## src/rtl/data_mem_master.sv

```systemverilog
// -----------------------------------------------------------------------------
// data_mem_master
//
// Load/store access controller between the execute stage and the processor's
// data memory. Accepts one request at a time, drives the memory strobes for
// 1+WAIT_CYCLES cycles, then returns a registered response.
//
// Handshakes: a transfer happens on a rising edge where valid && ready are
// both high. A source holds valid and its payload stable until that edge;
// ready never depends combinationally on valid.
//
// Optional feature macro: LSU_ADDR_CHECK_EN
//   defined   -> requests with req_addr >= MEM_DEPTH run the full access
//                timing with no memory strobes, return rdata=0 and resp_err=1
//   undefined -> no range check, resp_err is always 0 (memory aliases)
//
// Ports:
//   clk, rst_n          clock, synchronous active-low reset
//   req_valid/ready     request handshake
//   req_we              1 = store, 0 = load
//   req_addr/wdata      word address and store data
//   resp_valid/ready    response handshake
//   resp_rdata          load data (0 for stores / rejected accesses)
//   resp_err            out-of-range address flag
//   mem_access_addr     memory address (holds last latched value)
//   mem_write_data      memory write data (holds last latched value)
//   mem_write_en        single-cycle write strobe on the final access cycle
//   mem_read            read enable, high for every access cycle of a load
//   mem_read_data       combinational memory read data
//   dbg_state           current FSM state (0 IDLE, 1 ACCESS, 2 RESP)
// -----------------------------------------------------------------------------
module data_mem_master #(
    parameter int DATA_W      = 16,
    parameter int ADDR_W      = 16,
    parameter int MEM_DEPTH   = 8,
    parameter int WAIT_CYCLES = 0
) (
    input  logic              clk,
    input  logic              rst_n,
    input  logic              req_valid,
    output logic              req_ready,
    input  logic              req_we,
    input  logic [ADDR_W-1:0] req_addr,
    input  logic [DATA_W-1:0] req_wdata,
    output logic              resp_valid,
    input  logic              resp_ready,
    output logic [DATA_W-1:0] resp_rdata,
    output logic              resp_err,
    output logic [ADDR_W-1:0] mem_access_addr,
    output logic [DATA_W-1:0] mem_write_data,
    output logic              mem_write_en,
    output logic              mem_read,
    input  logic [DATA_W-1:0] mem_read_data,
    output logic [1:0]        dbg_state
);

    typedef enum logic [1:0] {
        ST_IDLE   = 2'd0,
        ST_ACCESS = 2'd1,
        ST_RESP   = 2'd2
    } state_t;

`ifdef LSU_ADDR_CHECK_EN
    localparam bit ADDR_CHECK = 1'b1;
`else
    localparam bit ADDR_CHECK = 1'b0;
`endif

    localparam logic [3:0]        WAIT_INIT = 4'(WAIT_CYCLES);
    localparam logic [ADDR_W-1:0] DEPTH_A   = ADDR_W'(MEM_DEPTH);

    state_t            r_state;
    state_t            w_next;
    logic              r_we;
    logic [ADDR_W-1:0] r_addr;
    logic [DATA_W-1:0] r_wdata;
    logic [DATA_W-1:0] r_rdata;
    logic [3:0]        r_cnt;
    logic              r_oor;
    logic              r_err;

    logic              w_req_oor;
    logic              w_accept;
    logic              w_final;

    // Constant-folds to 0 when the range check is compiled out.
    assign w_req_oor = ADDR_CHECK && (req_addr >= DEPTH_A);

    // Next state and all outputs; outputs decode registered state only.
    always_comb begin
        w_next          = r_state;
        w_accept        = 1'b0;
        w_final         = 1'b0;
        req_ready       = 1'b0;
        resp_valid      = 1'b0;
        mem_read        = 1'b0;
        mem_write_en    = 1'b0;
        mem_access_addr = r_addr;
        mem_write_data  = r_wdata;
        resp_rdata      = r_rdata;
        resp_err        = r_err;
        dbg_state       = r_state;
        case (r_state)
            ST_IDLE: begin
                req_ready = 1'b1;
                if (req_valid) begin
                    w_accept = 1'b1;
                    w_next   = ST_ACCESS;
                end
            end
            ST_ACCESS: begin
                // Final access cycle is the one where the wait counter is 0.
                w_final      = (r_cnt == 4'd0);
                mem_read     = !r_we && !r_oor;
                mem_write_en = r_we && !r_oor && w_final;
                if (w_final) begin
                    w_next = ST_RESP;
                end
            end
            ST_RESP: begin
                resp_valid = 1'b1;
                if (resp_ready) begin
                    w_next = ST_IDLE;
                end
            end
            default: begin
                w_next = ST_IDLE;
            end
        endcase
    end

    always_ff @(posedge clk) begin
        if (!rst_n) begin
            r_state <= ST_IDLE;
            r_we    <= 1'b0;
            r_addr  <= '0;
            r_wdata <= '0;
            r_rdata <= '0;
            r_cnt   <= 4'd0;
            r_oor   <= 1'b0;
            r_err   <= 1'b0;
        end else begin
            r_state <= w_next;
            if (w_accept) begin
                r_we    <= req_we;
                r_addr  <= req_addr;
                r_wdata <= req_wdata;
                r_cnt   <= WAIT_INIT;
                r_oor   <= w_req_oor;
            end else if (r_state == ST_ACCESS && r_cnt != 4'd0) begin
                r_cnt <= r_cnt - 4'd1;
            end
            // Response payload is captured once and then held through RESP.
            if (w_final) begin
                r_rdata <= (r_we || r_oor) ? '0 : mem_read_data;
                r_err   <= r_oor;
            end
        end
    end

endmodule

```

## config.mk

```make
export PLATFORM = sky130hd
export DESIGN_NAME = data_mem_master
export DESIGN_NICKNAME = d
export VERILOG_FILES = /design/src/rtl/data_mem_master.sv
export SDC_FILE = /design/constraint.sdc
export NUM_CORES = 1
export LEC_CHECK = 0
export BUFFER_PORTS_ARGS = -buffer_cell sky130_fd_sc_hd__buf_2
export CAP_MARGIN = 10
export CORE_MARGIN = 2
export CORE_UTILIZATION = 41
export CTS_CLUSTER_SIZE = 20
export DETAILED_ROUTE_END_ITERATION = 8
export MAX_ROUTING_LAYER = met4
export PLACE_DENSITY = 0.72
export SLEW_MARGIN = 5
export SYNTH_ARGS = -nofsm -noshare
export SYNTH_HDL_FRONTEND = slang
export SYNTH_SLANG_ARGS = --single-unit
```

## constraint.sdc

```tcl
create_clock -name clk -period 1.7 [get_ports clk]
set_input_delay 0.17 -clock clk [delete_from_list [all_inputs] [get_ports clk]]
set_output_delay 0.17 -clock clk [all_outputs]
set_load 0.02 [all_outputs]
```

Word-level counts from Yosys, hierarchy flattened. Index checks and enable logic that the tools add are counted.

Bits in registers: 55. Input bits: 53. Output and inout bits: 55. Word-level logic and storage cells: 33.

Add/sub/neg operators: 1. Equal/unequal tests: 5. Multiplexer cells: 12. Bitwise logic cells: 1. Reductions and logical operators: 8.

Operators by type and width (number): 2-to-1 mux 16 bit (1); 2-to-1 mux 1 bit (7); 2-to-1 mux 2 bit (3); != test 2 bit (second input constant) (3); case mux 2 bit (3 select lines) (1); logical NOT 4 bit (1); nonzero test 4 bit (1); subtractor 4 x 1 -> 4 bit (second input constant) (1); AND reduction 3 bit (1); == test 2 x 1 -> 1 bit (second input constant) (1); == test 2 bit (second input constant) (1); logical AND 1 bit (2); logical NOT 2 bit (1); OR reduction 2 bit (1); logical NOT 1 bit (1); inverter 1 bit (1).

Longest topological paths before layout. Gate-level depths: netlist (run 1).

Word-level depth: 3. Gate-level depth with buffers: 7.

Least setup slack after synthesis (run 1). OpenSTA, ideal clock, no wires.

Kind: reg-to-output. From: register r_cnt[0]. To: output mem_write_en. Data arrival time: 1.638 ns. Slack: -0.108 ns. Stages on the path, launching flop included: 8. Path through: dfxtp_1 -> inv_1 -> ha_1 -> or3b_1 -> buf_6 -> nor2_8 -> buf_12 -> and2_1.

Word-level cells in the longest chain between the ends: 3.

Ends and longest elaborated chain: start, declared (line 78) `logic [3:0] r_cnt;`; start signal, assigned (line 151) `r_cnt <= r_cnt - 4'd1;`; logical NOT 4 bit (line 113) `w_final = (r_cnt == 4'd0);`; logical AND 1 bit (line 115) `mem_write_en = r_we && !r_oor && w_final;`; 2-to-1 mux 1 bit (line 103) `case (r_state)`; end, declared (line 51) `output logic mem_write_en,`.

No other way between the ends.

Worst setup path in the final report (run 1). Same ends and word-level chain as after synthesis.

==> summary.md, run 1 <==
| Metric | Value |
|---|---|
| Vias | `2087` |
| I/O Buffers | `106` |
| Complex-gate fraction of the synthesized area | `0.105` |
| Yosys warning count | `0` |
| Worst Path Max Fanout | `2` |
| Failing checks | `setup timing` |
| Worst vdd ir | `0.438 mV` |
| Crit path required time | `1.53 ns` |
| DRT iter0 DRCs | `89` |
| Final ANT Viol Nets | `0` |
| Worst Clk Skew | `0.00358 ns` |
| RD Place Congestion | `0.843` |
| Final std cells w/o fill | `438` |
| Sequential area share after synthesis | `0.507` |
| Synth Flop Type | `dfxtp_1` |
| Synth Area in Adders | `0.00576` |
| # rows | `26` |
| Setup crit end kind | `output pin` |
| Number of diodes | `0` |
| DIE AREA | `0.00590 mm²` |
| Leakage | `1.39 nW` |
| Synthesized instance count | `256` |
| # hold bufs at CTS | `0` |
| Async set or reset register ratio after synthesis | `0` |
| WL per Instance | `11.9 µm` |
| Number of global-route vias before repair | `2036` |
| Post-synthesis average cell area | `8.49 µm²` |
| Longest Clk Path Bufs | `2` |
| Final Cycle Share | `1.04` |
| Post-route setup slack | `-0.0667 ns` |
| Global-route wire length before repair | `8.89 mm` |
| Minimum clock period | `1.77 ns` |
| H-Tree Depth | `2` |
| Max-slew violations | `0` |
| Slowest stage delay, CP | `0.41 ns` |
| CTS Buf Count | `5` |
| CTS tree | `done` |
| Layout cell share with drive strength beyond 1 | `0.386` |
| Setup violators final | `1` |
| Worst Setup Start Kind | `flop` |
| Die width | `76.8 µm` |
| Final net count | `421` |
| Worst-skew pair later-pin latency | `0.31 ns` |
| Simple-gate share of the synthesized area | `0.254` |
| Clock tree root driver cell | `clkbuf_8` |
| Pwr dens | `908 mW/mm²` |
| Starting Density | `0.426` |
| CORE AREA | `0.00511 mm²` |
| CP Cell Sequence | `inv_2 > ha_4 > or3b_4 > nor2_8 > and2_4 > buf_6` |
| Drt first pass iters | `4` |
| Max stage delay cell, worst path | `or3b_4` |
| Clk sinks | `55` |
| Syn_nets | `310` |
| XOR/XNOR share of the synthesized area | `0` |
| RSZ-0062 raised after global routing | `yes` |
| Vias per cell | `4.76` |
| Pre-CTS setup slack | `0.0823 ns` |
| DP Wirelength | `3.79 mm` |
| Layout area overhead | `36.0%` |
| Detailed-route DRC error count | `0` |
| Total Routing Usage GR | `0.187` |
| Maxcap violations | `0` |
| EDFF count, synth | `0` |
| Fmax | `0.566 GHz` |
| Largest family of logic cells by synthesized area | `simple AND/OR/NAND/NOR gates` |
| Clock transition at path regs | `0.09 ns` |
| #FFs+latches synth | `55` |
| Fillcell total | `470` |
| Post-synthesis mux area share | `0.0737` |
| WP data arrival | `1.60 ns` |
| Number of distinct library cells after synthesis | `29` |
| Status | `finished, violations left` |
| Drt total wl | `5.23 mm` |
| Post-synthesis cell area | `0.00217 mm²` |
| Total congestion overflow | `0` |
| Initial antenna violation count | `0` |
| Die Y-Extent | `76.8 µm` |
| Cells after DPL | `424` |
| Critical path type | `flop to output pin` |
| Largest net degree at the start of global routing | `35` |
| IO Pins | `108` |
| Hold Vio Cnt, Final | `0` |
| Worst Hold Class | `input port to flop` |
| R2r setup slk | `0.09 ns` |
cells by family (layout without fill, tap and decap cells):
logic type,Yosys count,count (layout)
AOI/OAI and AO/OA,43,43
adders and majority gates,1,1
buffers and inverters,23,135
DFF,55,55
muxes,16,16
other,1,1
and+or+nand+nor,117,117
synthesized netlist by cell type (2+ instances only):
master / n / area, µm²
inv_1: 3 / 11.3
clkbuf_1: 15 / 56.3
nand3b_1: 14 / 105
dfxtp_1: 55 / 1100
nor2_1: 4 / 15.0
nand2_1: 85 / 319
a21oi_1: 38 / 190
or3b_1: 2 / 17.5
mux2i_1: 16 / 160
nand3_1: 2 / 10.0
nor2b_1: 4 / 25.0
layout make-up:
cell class                 instances  area, µm²  area share
sequential                        55       1100       0.374
multi-input combinational        178        981       0.332
timing repair buffer             123        664       0.225
clock buffer                       7       96.3      0.0326
tap                               70       87.6      0.0296
inverter                           4       15.0     0.00508
clock inverter                     1       7.51     0.00254
cell usage in the layout (no fill, tap or decap), drive strengths merged:
cell      instances
clkbuf            7
and2              1
dfxtp            55
mux2i            16
a21o              1
clkinvlp          1
nand2            85
nand3             2
inv               3
nand4b            1
o21ai             1
nor2              5
a21oi            38
a311oi            1
buf             123
or2b              1
clkinv            1
nand3b           14
or3b              2
conb              1
o41ai             1
ha                1
o21a              1
nor3              1
nor3b             1
nor2b             4
power breakdown:
| group | total (W) | leakage, nW | switching, W | internal, W |
|---|---|---|---|---|
| Sequential | 0.00140 | 0.451 | 0.0000386 | 0.00136 |
| Combinational | 0.000490 | 0.885 | 0.000295 | 0.000196 |
| Clock | 0.000791 | 0.0505 | 0.000420 | 0.000371 |
| Total | 0.00268 | 1.39 | 0.000753 | 0.00193 |
timing repair:
action / CTS / global route
gates resized for setup: 3 / 1
gates cloned: 0 / 0
pin swaps: 2 / 0
buffers inserted: 5 / 1
endpoints found under the setup margin: 1 / 2
worst paths after layout:
kind,startpoint,to,cells past startpoint
worst max-delay path,r_cnt[0]$_SDFFE_PP0P_,mem_write_en,6
worst min-delay path,req_addr[3],mem_access_addr[3]$_SDFFE_PN0P_,3
worst max register to register,r_cnt[0]$_SDFFE_PP0P_,resp_rdata[7]$_SDFFE_PN0P_,7
worst min register to register,mem_access_addr[11]$_SDFFE_PN0P_,mem_access_addr[11]$_SDFFE_PN0P_,2
per-layer routing:
metal	share of wire	GRT usage
met1	0.43	0.219
met2	0.49	0.313
met3	0.070	0.0471
met4	0.012	0.0655
met5	0	-
critical path, delay by kind of cell, from the launching register on:
family        cells  cell delay (ns)
simple gates      3             0.65
flops             1             0.33
buf+inv           2             0.18
fa+ha+maj         1             0.13
stage by stage:
stage               hold WS, ns  setup TNS, ns  area (µm²)   util  power, W
finish                   0.0885        -0.0667        2960  0.579   0.00268
global route             0.0825         -0.125        2960  0.579   0.00282
CTS                      0.0771        -0.0621        2950  0.577   0.00272
detailed placement        0.416              0        2800  0.548   0.00192
global placement          0.409              0        2800  0.548   0.00191
floorplan                 0.306       -0.00154        2190      -   0.00173
sequential cells by signal, summed over array words and instances (netlist names):
signal           count
dbg_state            2
mem_access_addr     16
mem_write_data      16
r_cnt                4
r_we                 1
resp_rdata          16
Note: power is estimated with default switching activity, not from simulation.
==> inputs of run 2 (changes only) <==
--- a/config.mk
+++ b/config.mk
@@ -5,6 +5,7 @@
 export SDC_FILE = /design/constraint.sdc
 export NUM_CORES = 1
 export LEC_CHECK = 0
+export ABC_AREA = 1
 export BUFFER_PORTS_ARGS = -buffer_cell sky130_fd_sc_hd__buf_2
 export CAP_MARGIN = 10
 export CORE_MARGIN = 2
@@ -12,7 +13,7 @@
 export CTS_CLUSTER_SIZE = 20
 export DETAILED_ROUTE_END_ITERATION = 8
 export MAX_ROUTING_LAYER = met4
-export PLACE_DENSITY = 0.72
+export PLACE_DENSITY = 0.71
 export SLEW_MARGIN = 5
 export SYNTH_ARGS = -nofsm -noshare
 export SYNTH_HDL_FRONTEND = slang
==> constraint.sdc (replaced) <==
create_clock -name clk -period 1.5 [get_ports clk]
set_input_delay 0.15 -clock clk [delete_from_list [all_inputs] [get_ports clk]]
set_output_delay 0.15 -clock clk [all_outputs]
set_load 0.02 [all_outputs]
==> summary.md, run 2 <==
| Metric | Value |
|---|---|
| Status | `finished, violations left` |
| Failing checks | `setup timing` |
| WL per Instance | `11.6 µm` |
| Total power | `0.00328 W` |
| Layout area overhead | `35.4%` |
| Vias per cell | `4.64` |
| Setup crit end kind | `output pin` |
| Final net count | `427` |
| Die Y-Extent | `77.4 µm` |
| Count leader, synth | `nor2_1` |
| RSZ-0062 raised after global routing | `yes` |
| Post-synthesis cell area | `0.00221 mm²` |
| R2r setup slk | `0.17 ns` |
| Largest net degree at the start of global routing | `25` |
| Yosys warning count | `0` |
| Minimum clock period | `1.51 ns` |
| Placed cell area | `0.00282 mm²` |
| DRT iter0 DRCs | `58` |
| Cell area after layout | `0.00299 mm²` |
| Async set or reset register ratio after synthesis | `0` |
| RD Place Congestion | `0.766` |
| Final Hold Slack | `0.0767 ns` |
| #FFs+latches synth | `55` |
| IO Pins | `108` |
| Number of diodes | `0` |
| Total congestion overflow | `0` |
| CP delay by family, top | `simple AND/OR/NAND/NOR gates` |
| WP data arrival | `1.36 ns` |
| Fmax | `0.664 GHz` |
| Fillcell total | `490` |
| CORE AREA | `0.00514 mm²` |
| Crit path required time | `1.35 ns` |
| Detailed-route DRC error count | `0` |
| CTS Buf Count | `5` |
| Worst path depth | `7` |
| Drt first pass iters | `4` |
| Vias | `2062` |
| Final Cycle Share | `1.00` |
| Slowest stage delay, CP | `0.34 ns` |
| Die width | `77.4 µm` |
| Syn_nets | `317` |
| Hold Path Depth | `3` |
| # rows | `26` |
| CTS tree | `done` |
| Maxcap violations | `0` |
| Final ANT Viol Nets | `0` |
| Clk sinks | `55` |
| Worst vdd ir | `0.656 mV` |
| Clock tree root driver cell | `clkbuf_8` |
| Setup TNS | `-0.00697 ns` |
| Total Routing Usage GR | `0.181` |
| Synth top area cells | `dfxtp_1 (50%), nor2_1 (13%), o21ai_1 (6.3%)` |
| Hold Vio Cnt, Final | `0` |
| Reg2Reg Depth | `8` |
| Global-route wire length before repair | `8.64 mm` |
| Worst Clk Skew | `0.00587 ns` |
| Number of distinct library cells after synthesis | `24` |
| Setup violators final | `1` |
| Worst Hold Class | `input port to flop` |
| Worst Setup Start Kind | `flop` |
| Post-synthesis average cell area | `8.39 µm²` |
| Pwr dens | `1100 mW/mm²` |
| H-Tree Depth | `2` |
| Post-synth top area share | `0.499` |
| Critical path's most frequent cell | `nand2_4` |
| Worst Path Max Fanout | `3` |
| Sequential area share after synthesis | `0.499` |
| Max-slew violations | `0` |
| EDFF count, synth | `0` |
| Post-route setup slack | `-0.00697 ns` |
| Critical path type | `flop to output pin` |
| # hold bufs at CTS | `0` |
| Drt total wl | `5.13 mm` |
| I/O Buffers | `106` |
| Initial antenna violation count | `0` |
| Leakage | `1.42 nW` |
| Layout cell share with drive strength beyond 1 | `0.465` |
| Longest Clk Path Bufs | `2` |
| Synthesized instance count | `263` |
| WP buf/inv | `2` |
| DIE AREA | `0.00599 mm²` |
| Max stage delay cell, worst path | `dfxtp_2` |
| Starting Density | `0.429` |
| Post-synth top area cell | `dfxtp_1` |
| Most common cell after layout, fill and taps aside | `buf_2` |
| Highest-count cells in the layout ignoring fill and taps | `buf_2 (105), nor2_1 (73), dfxtp_1 (53)` |
| Clock transition at path regs | `0.09 ns` |
| Synth Flop Type | `dfxtp_1` |
| Pre-CTS setup slack | `0.181 ns` |
| Worst-skew pair later-pin latency | `0.30 ns` |
| Number of global-route vias before repair | `1965` |
| Top post-synthesis cells by count | `nor2_1 (74), dfxtp_1 (55), o21ai_1 (28), nand2_1 (17)` |
| DP Wirelength | `3.63 mm` |
| CP Cell Sequence | `inv_2 > ha_4 > nand2_4 > nor2_8 > nand2_4 > nor2_4 > buf_6` |
run 2: final cells by class:
class / count / area [µm²] / share of cell area
clock inverter: 2 / 35.0 / 0.0117
timing repair buffer: 117 / 657 / 0.220
multi-input combinational: 183 / 982 / 0.329
inverter: 11 / 41.3 / 0.0138
tap: 70 / 87.6 / 0.0293
clock buffer: 6 / 82.6 / 0.0276
sequential: 55 / 1100 / 0.369
run 2: path summary, 6_finish.rpt:
kind                          startpoint                              to
max                r_cnt[1]$_SDFFE_PP0P_                    mem_write_en
min                         req_wdata[0]  mem_write_data[0]$_SDFFE_PN0P_
max reg2reg        r_cnt[1]$_SDFFE_PP0P_      resp_rdata[1]$_SDFFE_PN0P_
min reg2reg  resp_rdata[15]$_SDFFE_PN0P_     resp_rdata[15]$_SDFFE_PN0P_
run 2: what timing repair did:
| action | CTS | global route |
|---|---|---|
| setup buffers | 1 | 3 |
| endpoints found under the setup margin | 2 | 1 |
| resized for setup | 6 | 3 |
| pin swaps | 1 | 2 |
run 2: tightest hold or removal path: stages:
cell and delay (ns):
buf_2 0.07, o21ai_1 0.06, nor2_1 0.07
run 2: power by group:
part	switching [W]	internal [W]
clock	0.000462	0.000540
combinational	0.000402	0.000244
sequential	0.0000582	0.00157
total	0.000922	0.00235
run 2: metrics by stage:
stage | utilization | std cells
finish | 0.582 | 444
global route | 0.582 | 444
CTS | 0.575 | 441
detailed placement | 0.548 | 432
global placement | 0.548 | 432
floorplan | - | 263
run 2: kinds of logic (layout without fill, tap and decap cells):
group | Yosys count | in the layout | synth area share
compound gates | 54 | 54 | 0.141
xor+xnor | 1 | 1 | 0.00397
fa+ha+maj | 1 | 1 | 0.00567
buf+inv | 25 | 136 | 0.0652
flops | 55 | 55 | 0.499
other cells | 1 | 1 | 0.00170
simple gates | 126 | 126 | 0.283
run 2: routing by layer:
layer  share of wire  track usage  wire, µm  vias to the layer above
met5               0            -         0                        -
met4          0.0099       0.0679        51                        0
met3           0.079       0.0488       403                        6
met2            0.47        0.297      2390                       81
met1            0.45        0.212      2290                      914
li1                -            -         -                     1061
==> inputs of run 3 (changes only) <==
--- a/config.mk
+++ b/config.mk
@@ -8,12 +8,14 @@
 export ABC_AREA = 1
 export BUFFER_PORTS_ARGS = -buffer_cell sky130_fd_sc_hd__buf_2
 export CAP_MARGIN = 10
+export CELL_PAD_IN_SITES_DETAIL_PLACEMENT = 1
+export CELL_PAD_IN_SITES_GLOBAL_PLACEMENT = 1
 export CORE_MARGIN = 2
-export CORE_UTILIZATION = 41
+export CORE_UTILIZATION = 29
 export CTS_CLUSTER_SIZE = 20
 export DETAILED_ROUTE_END_ITERATION = 8
 export MAX_ROUTING_LAYER = met4
-export PLACE_DENSITY = 0.71
+export PLACE_DENSITY = 0.72
 export SLEW_MARGIN = 5
 export SYNTH_ARGS = -nofsm -noshare
 export SYNTH_HDL_FRONTEND = slang
==> summary.md, run 3 (synthesis results as in run 2) <==
| Metric | Value |
|---|---|
| Setup TNS | `-0.0251 ns` |
| Setup violators final | `1` |
| Detailed-route DRC error count | `0` |
| Fin util | `0.418` |
| Worst Setup Start Kind | `flop` |
| Fillcell total | `937` |
| Final Cycle Share | `1.02` |
| Post-route setup slack | `-0.0251 ns` |
| Clock share of power | `0.279` |
| Total Routing Usage GR | `0.147` |
| Worst Clk Skew | `0.00746 ns` |
| IO Pins | `108` |
| Clock transition at path regs | `0.10 ns` |
| Hold path endpoint | `mem_access_addr[8]$_SDFFE_PN0P_` |
| DIE AREA | `0.00832 mm²` |
| Global-route wire length before repair | `9.76 mm` |
| Worst Path Max Fanout | `4` |
| Drt first pass iters | `4` |
| Minimum clock period | `1.53 ns` |
| Clock tree root driver cell | `clkbuf_8` |
| Die width | `91.2 µm` |
| NetSw | `0.000942 W` |
| Layout cell share with drive strength beyond 1 | `0.475` |
| Hold Path Depth | `3` |
| Worst R2R End | `resp_rdata[8]$_SDFFE_PN0P_` |
| Drt total wl | `5.96 mm` |
| Leakage | `1.43 nW` |
| Pwr dens | `1040 mW/mm²` |
| Max-slew violations | `0` |
| Longest Clk Path Bufs | `2` |
| Fmax | `0.656 GHz` |
| RSZ-0062 raised after global routing | `yes` |
| HP Start | `req_addr[8]` |
| R2r setup slk | `0.08 ns` |
| Status | `finished, violations left` |
| Crit path required time | `1.35 ns` |
| Register area | `0.00110 mm²` |
| Number of diodes | `0` |
| Switching Fraction | `0.296` |
| Worst vdd ir | `0.430 mV` |
| Combinational share of power | `0.209` |
| Setup crit end kind | `output pin` |
| Reg2Reg Depth | `9` |
| Initial antenna violation count | `0` |
| Worst-skew pair later-pin latency | `0.31 ns` |
| Largest net degree at the start of global routing | `34` |
| Area of the multi-input gates | `995 µm²` |
| Vias | `2111` |
| Layout area overhead | `38.7%` |
| Critical path type | `flop to output pin` |
| Highest-count cells in the layout ignoring fill and taps | `buf_2 (105), nor2_1 (73), dfxtp_1 (53)` |
| Maxcap violations | `0` |
| Reg power frac | `0.511` |
| Most common cell after layout, fill and taps aside | `buf_2` |
| I/O Buffers | `106` |
| CTS tree | `done` |
| CORE AREA | `0.00733 mm²` |
| Internal power | `0.00224 W` |
| Final ANT Viol Nets | `0` |
| WP data arrival | `1.38 ns` |
| Hold Vio Cnt, Final | `0` |
| Vias per cell | `4.42` |
| CTS Buf Count | `5` |
| H-Tree Depth | `2` |
| RD Place Congestion | `0.777` |
| Failing checks | `setup timing` |
| Starting Density | `0.301` |
| Worst Hold Class | `input port to flop` |
| WL per Instance | `12.5 µm` |
| Final net count | `432` |
| Number of global-route vias before repair | `2112` |
| # rows | `31` |
| Die Y-Extent | `91.2 µm` |
| DRT iter0 DRCs | `63` |
| DP Wirelength | `4.40 mm` |
| Clk sinks | `55` |
| Final Hold Slack | `0.0685 ns` |
| Total congestion overflow | `0` |
| RR Startpoint | `r_cnt[1]$_SDFFE_PP0P_` |
-- run 3: power groups by stage --
stage | logic, W | clock network (W) | registers [W]
after floorplan | 0.000276 | 0 | 0.00179
after global placement | 0.000647 | 0 | 0.00166
final | 0.000667 | 0.000890 | 0.00163
after detailed placement | 0.000658 | 0 | 0.00166
after global routing | 0.000738 | 0.000969 | 0.00164
after CTS | 0.000664 | 0.000923 | 0.00163
-- run 3: worst max-delay path: stages, from the launching register on --
cell,delay [ns]
dfxtp_2,0.35
inv_4,0.07
ha_4,0.16
nand2_4,0.06
nor2_8,0.14
nand2_8,0.07
nor2_4,0.10
buf_6,0.12
-- run 3: worst max-delay path by stage --
stage	startpoint	to	cells past startpoint
3_5_place_dp	r_cnt[0]$_SDFFE_PP0P_	resp_rdata[3]$_SDFFE_PN0P_	7
4_1_cts	r_cnt[0]$_SDFFE_PP0P_	mem_write_en	7
6_report	r_cnt[1]$_SDFFE_PP0P_	mem_write_en	7
5_1_grt	r_cnt[1]$_SDFFE_PP0P_	mem_write_en	7
3_3_place_gp	r_cnt[0]$_SDFFE_PP0P_	resp_rdata[3]$_SDFFE_PN0P_	7
2_1_floorplan	r_cnt[0]$_SDFFE_PP0P_	mem_write_en	7
-- run 3: per-stage QoR --
step                cell area [µm²]  instances  worst slack [ns]  total power (W)
floorplan                      2210        263            0.0692          0.00207
global placement               2850        462             0.191          0.00231
detailed placement             2850        462             0.100          0.00232
CTS                            2970        471           -0.0570          0.00322
global route                   3060        478            -0.114          0.00335
finish                         3060        478           -0.0251          0.00319
-- run 3: per-layer routing --
metal / share of wire / wire length [µm] / vias to the layer above / GRT usage
met2: 0.46 / 2760 / 74 / 0.231
met5: 0 / 0 / - / -
met3: 0.076 / 455 / 9 / 0.0456
met4: 0.013 / 76 / 0 / 0.0442
met1: 0.45 / 2670 / 957 / 0.183
li1: - / - / 1071 / -
-- run 3: cell type report --
cell class,count,area share
Clock inverter,1,0.00245
Tap cell,99,0.0405
Multi-Input combinational cell,183,0.325
Inverter,11,0.0151
Sequential cell,55,0.360
Timing Repair Buffer,122,0.225
Clock buffer,7,0.0315
-- run 3: what timing repair did --
item / 4_1_cts / 5_1_grt
setup buffers: 1 / 7
endpoints found under the setup margin: 2 / 1
cloned: 0 / 0
gates resized for setup: 6 / 9
pin swaps: 1 / 6
hold buffers: 0 / 0
